[src/rtl/noc_pe_sink.sv]
// Ejection-side PE: flit FIFO with backpressure, operand decode, K-selected ALU with
// an 8-cycle shift-add multiply. Optional parity checking via NOC_PE_PARITY_CHECK_EN.
module noc_pe_sink #(
  parameter int         BUS_WIDTH  = 32,
  parameter int         FIFO_DEPTH = 4,
  parameter logic [3:0] NODE_ID    = 4'd0
) (
  input  logic                 clk1,
  input  logic                 rst,
  input  logic [BUS_WIDTH-1:0] router_out,
  output logic                 buffer_in,
  output logic [15:0]          res_data,
  output logic [3:0]           res_src,
  output logic                 res_valid,
  input  logic                 res_ready,
  output logic [15:0]          pkt_count,
  output logic [7:0]           drop_count,
  output logic                 err_misroute,
  output logic                 parity_err
);

  localparam int AW = (FIFO_DEPTH > 1) ? $clog2(FIFO_DEPTH) : 1;
  localparam int CW = AW + 1;
  localparam logic [CW-1:0] DEPTH_C = CW'(FIFO_DEPTH);
  localparam logic [CW-1:0] ALMOST_C = CW'(FIFO_DEPTH - 1);

  typedef enum logic [1:0] {IDLE, EXEC, MUL, DONE} state_t;

  state_t          state, state_nxt;
  logic [23:0]     mem [FIFO_DEPTH];
  logic [23:0]     head;
  logic [AW-1:0]   wr_ptr, rd_ptr;
  logic [CW-1:0]   count, count_nxt;
  logic            flit_v, par_ok, dst_ok, push, pop, overflow;
  logic [7:0]      a_q, b_q;
  logic [3:0]      k_q, src_q;
  logic [15:0]     acc;
  logic [2:0]      cnt;
  logic            unused_bits;

  function automatic logic [7:0] sat_inc8(input logic [7:0] v);
    return (v == 8'hFF) ? v : v + 8'd1;
  endfunction

  function automatic logic [15:0] alu(input logic [3:0] k, input logic [7:0] a,
                                      input logic [7:0] b, input logic [15:0] prod);
    logic [15:0] ax, bx;
    ax = {8'h00, a};
    bx = {8'h00, b};
    case (k)
      4'd0:    alu = ax + bx;
      4'd1:    alu = ax - bx;
      4'd2:    alu = ax & bx;
      4'd3:    alu = ax | bx;
      4'd4:    alu = ax ^ bx;
      4'd5:    alu = prod;
      4'd6:    alu = ax << b[2:0];
      4'd7:    alu = ax >> b[2:0];
      default: alu = ax;
    endcase
  endfunction

  assign unused_bits = ^router_out[30:28];
  assign flit_v = router_out[31];
`ifdef NOC_PE_PARITY_CHECK_EN
  assign par_ok = (router_out[30] == ^router_out[29:0]);
`else
  assign par_ok = 1'b1;
`endif
  assign dst_ok    = (router_out[27:24] == NODE_ID);
  assign head      = mem[rd_ptr];
  assign pop       = (state == IDLE) && (count != '0);
  // A full FIFO still accepts when the FSM frees a slot on the same edge.
  assign push      = flit_v && par_ok && dst_ok && ((count < DEPTH_C) || pop);
  assign overflow  = flit_v && par_ok && dst_ok && !push;
  assign count_nxt = count + CW'(push) - CW'(pop);
  assign res_valid = (state == DONE);

  always_comb begin
    state_nxt = state;
    case (state)
      IDLE: if (count != '0) state_nxt = (head[19:16] == 4'd5) ? MUL : EXEC;
      EXEC: state_nxt = DONE;
      MUL:  if (cnt == 3'd7) state_nxt = EXEC;
      DONE: if (res_ready) state_nxt = IDLE;
      default: state_nxt = IDLE;
    endcase
  end

  always_ff @(posedge clk1 or negedge rst) begin
    if (!rst) begin
      state        <= IDLE;
      wr_ptr       <= '0;
      rd_ptr       <= '0;
      count        <= '0;
      buffer_in    <= 1'b0;
      drop_count   <= '0;
      err_misroute <= 1'b0;
      pkt_count    <= '0;
      res_data     <= '0;
      res_src      <= '0;
      cnt          <= '0;
    end else begin
      state        <= state_nxt;
      count        <= count_nxt;
      // One slot of margin covers the router's one-cycle reaction to buffer_in.
      buffer_in    <= (count_nxt >= ALMOST_C);
      err_misroute <= flit_v && par_ok && !dst_ok;
      if (push) wr_ptr <= wr_ptr + 1'b1;
      if (pop) rd_ptr <= rd_ptr + 1'b1;
      if (overflow) drop_count <= sat_inc8(drop_count);
      if (pop) cnt <= '0;
      else if (state == MUL) cnt <= cnt + 3'd1;
      if (state == EXEC) begin
        res_data <= alu(k_q, a_q, b_q, acc);
        res_src  <= src_q;
      end
      if ((state == DONE) && res_ready) pkt_count <= pkt_count + 16'd1;
    end
  end

`ifdef NOC_PE_PARITY_CHECK_EN
  always_ff @(posedge clk1 or negedge rst) begin
    if (!rst) parity_err <= 1'b0;
    else      parity_err <= flit_v && !par_ok;
  end
`else
  assign parity_err = 1'b0;
`endif

  // Datapath: FIFO storage, operand latch and shift-add accumulator.
  always_ff @(posedge clk1) begin
    if (push) mem[wr_ptr] <= router_out[23:0];
    if (pop) begin
      {src_q, k_q, b_q, a_q} <= head;
      acc <= '0;
    end else if ((state == MUL) && b_q[cnt]) begin
      acc <= acc + ({8'h00, a_q} << cnt);
    end
  end

endmodule
[config.mk]
export PLATFORM = sky130hd
export DESIGN_NAME = noc_pe_sink
export DESIGN_NICKNAME = d
export VERILOG_FILES = /design/src/rtl/noc_pe_sink.sv
export SDC_FILE = /design/constraint.sdc
export NUM_CORES = 1
export LEC_CHECK = 0
export BUFFER_PORTS_ARGS = -buffer_cell sky130_fd_sc_hd__buf_2
export CAP_MARGIN = 10
export CORE_ASPECT_RATIO = 0.5
export CORE_MARGIN = 5
export CORE_UTILIZATION = 40
export CTS_CLUSTER_SIZE = 40
export DETAILED_ROUTE_END_ITERATION = 6
export PLACE_DENSITY = 0.58
export SYNTH_ARGS = -nofsm -noshare
export SYNTH_HDL_FRONTEND = slang
export SYNTH_SLANG_ARGS = --single-unit
[constraint.sdc]
create_clock -name clk1 -period 5.53 [get_ports clk1]
set_input_delay 0.553 -clock clk1 [delete_from_list [all_inputs] [get_ports clk1]]
set_output_delay 0.553 -clock clk1 [all_outputs]
set_load 0.01 [all_outputs]
==> summary.txt <==
Clock network
  – Clk sinks: 194
  – Postcts setup bufs: 0
  – CTS clock-pin slew for the worst setup and hold paths: 0.07 ns
  – Num CTS Buffers: 17
  – H-tree Lvls: 4
  – Clock latency on the worst-skew pair: 0.45 ns
  – CTS tree: built
  – Clock Path Buffers: 2
  – Cts hold-fix bufs: 0
  – Post-cts resize count: 0
  – Root buf cell: clkbuf_16

Synth
  – Post-Synthesis Cells: a little under 900
  – Biggest area consumer among synthesized cells: edfxtp_1
  – Syn avg cell area: 11.8 um^2
  – Post-Synth Adder-Cell Area: 7.60%
  – Synth async-reset ratio: between 20 and 30%
  – Top-area cell type share of the netlist area: 35.1%
  – Synth cell count leaders: 120 x edfxtp_1, 69 x nand2_1, 67 x nor2_1
  – Largest family of logic cells by synthesized area: compound AO/OA/AOI/OAI gates
  – Synthesis-stage register bit count: 194
  – EDFF count, synth: 120
  – Most common cell in the netlist: edfxtp_1
  – Primary FF master, synth: edfxtp_1
  – Post-synth cell types: 76
  – Mapped cell area: slightly above 10000 um^2
  – Synth Area in XOR/XNOR: 3.16%
  – Synth Area in Compound Gates: 12.6%
  – Synth Net Count: 964
  – Ranking of synthesized cells by area: edfxtp_1 35%, dfrtp_1 14%, ha_1 6.8%
  – Sequential area share after synthesis: 52.3%
  – Simple-gate area share of the yosys netlist: between 10% and 20%
  – Ys Warns: 0
  – Post-synthesis mux area share: 9.93%

Global routing
  – Grt ovf: 0
  – Global-route wire length before repair: 38.5 mm
  – Gr usage total: 16.9%
  – Pin count of the biggest net entering global routing: 59
  – Initial antenna violation count: 0
  – Vias in the first global route: 6989

Cells and area
  – Fin cells: between 1000 and 1500
  – Antenna cells: 0
  – Syn-to-layout area delta: 12.6%
  – Layout cells sized above 1: 18.5%
  – Layout Nets: 1030

Timing
  – Slew Viols, Final: 0
  – Worst rel slew slack: 30.4%
  – Slew @ Worst Pin: around 1.0 ns
  – Final setup TNS: 0 ns
  – Setup-failing EPs final: 0
  – RSZ-0062 raised after global routing: no
  – Fin crit period: 3.38 ns
  – Final hold violation count: 0
  – Fmax: 296 MHz
  – Tcrit/Tclk final: 61.2%
  – Clk_skew: roughly 0.015 ns

Job
  – Number of max-cap violations: 0

Floorplan
  – Chip Width: between 200 and 250 um
  – Chip height: between 100 and 150 um
  – CORE AREA: roughly 25000 um^2
  – Die area: 29200 um^2
  – FP Rows: 41
  – Initial Util: 40.7%
  – Io pins: 83

Critical path
  – Crit Path Class: reg2reg
  – Required @ worst endpoint: 5.86 ns
  – CP max FO: 17
  – Crit path capture type: flop
  – WP data arrival: ~3.7 ns
  – Crit path launch type: flop

Drt
  – Vias per cell: 5.49
  – Initial drt markers: 595
  – DR pass1 iterations: 5
  – WL/cell: 18.9 um
  – Detail Route Antenna Nets: 0
  – Via count: 7098
  – DRC Markers: 0
  – DRT Wirelength: between 20 and 25 mm

Power
  – VDD IR-drop max: between 200 and 250 uV
  – Power per cell area: 546 nW/um^2
  – Lkg Pwr: 4.59 nW

Worst hold path
  – Hold WC Path Type: in2async

Place
  – Buffers on Ports: a little under 80
  – GP Congestion: between 0.9 and 1
  – Hpwl dp: 17.4 mm
  – Cells after DPL: 1260

Run status
  – Outcome: finished, final reports clean
[registers in the layout, indices dropped and copies added (netlist names), 4 cells and up]
register and cells:
res_data 16, pkt_count 16, b_q 8, acc 16
drop_count 8, a_q 8, res_src 4, k_q 4
mem 96, src_q 4
[power breakdown]
group / internal (mW) / leakage, nW / switching (mW)
registers: 1.86 / 1.94 / 0.441
clock network: 0.657 / 0.302 / 0.600
logic: 1.17 / 2.34 / 1.59
[per-layer routing]
layer,track usage (%),vias to the layer above,wire (um)
met1,23.2,3531,11400
li1,-,3363,-
met3,3.43,37,1100
met4,5.51,0,456
met2,27.3,167,11500
met5,0,-,0
[worst max-delay path, cell delays in order (launching register included)]
cell and delay [ns]:
dfrtp_1 0.81, mux2i_1 0.22, or3_1 0.40, inv_1 0.08
ha_1 0.24, a211oi_1 0.34, o21bai_1 0.19, o2111ai_1 0.37
a211oi_1 0.17, mux2i_1 0.14, a311o_1 0.31
[stage by stage]
stage | cell area, um^2 | worst slack, ns | utilization [%] | hold slack [ns] | power [mW]
2_1_floorplan | 10300 | 2.35 | - | 0.257 | 4.26
3_3_place_gp | 10900 | 2.16 | 43.4 | 0.453 | 5.01
3_5_place_dp | 10900 | 2.14 | 43.4 | 0.457 | 5.06
4_1_cts | 11600 | 2.13 | 45.8 | 0.286 | 6.33
5_1_grt | 11600 | 1.85 | 45.8 | 0.303 | 6.74
6_report | 11600 | 2.15 | 45.8 | 0.247 | 6.31
[placed cells by master (no fill, tap or decap), types with 8 or more instances in the layout]
cell,n
a211oi_1,8
a21oi_1,58
a221oi_1,10
and3_1,10
buf_2,78
buf_4,10
clkbuf_16,19
dfrtp_1,57
dfxtp_1,16
edfxtp_1,120
ha_1,56
inv_1,40
mux2_2,13
mux2i_1,25
mux4_2,27
nand2_1,69
nand2b_1,9
nand3_1,18
nand4_1,9
nor2_1,67
nor2b_1,11
nor3_1,16
o21ai_0,36
o22ai_1,9
xnor2_1,24
xor2_1,13
[cell families after synthesis]
family	Yosys count
and+or+nand+nor	232
muxes	66
buffers and inverters	84
adders and majority gates	60
AOI/OAI and AO/OA	195
other	1
xor gates and xnor gates	37
DFF	194
[path summary, 6_finish.rpt]
check	from	to	slack [ns]	cells after the start
max	cnt[0]	acc[13]	2.15	10
min	rst	pkt_count[4]	0.25	2
max reg2reg	cnt[0]	acc[13]	2.15	10
min reg2reg	pkt_count[15]	pkt_count[15]	0.47	1
max in group asynchronous	rst	rd_ptr[0]	4.70	2
min in group clk1	router_out[13]	mem[3][13]	0.32	1
[layout make-up]
class | instances | area, um^2
Fill cell | 2314 | 13700
Timing Repair Buffer | 88 | 465
Multi-Input combinational cell | 591 | 4520
Clock inverter | 12 | 131
Inverter | 43 | 161
Clock buffer | 20 | 479
Tap cell | 344 | 430
Sequential cell | 194 | 5380
Power figures use the tool's default switching activity.
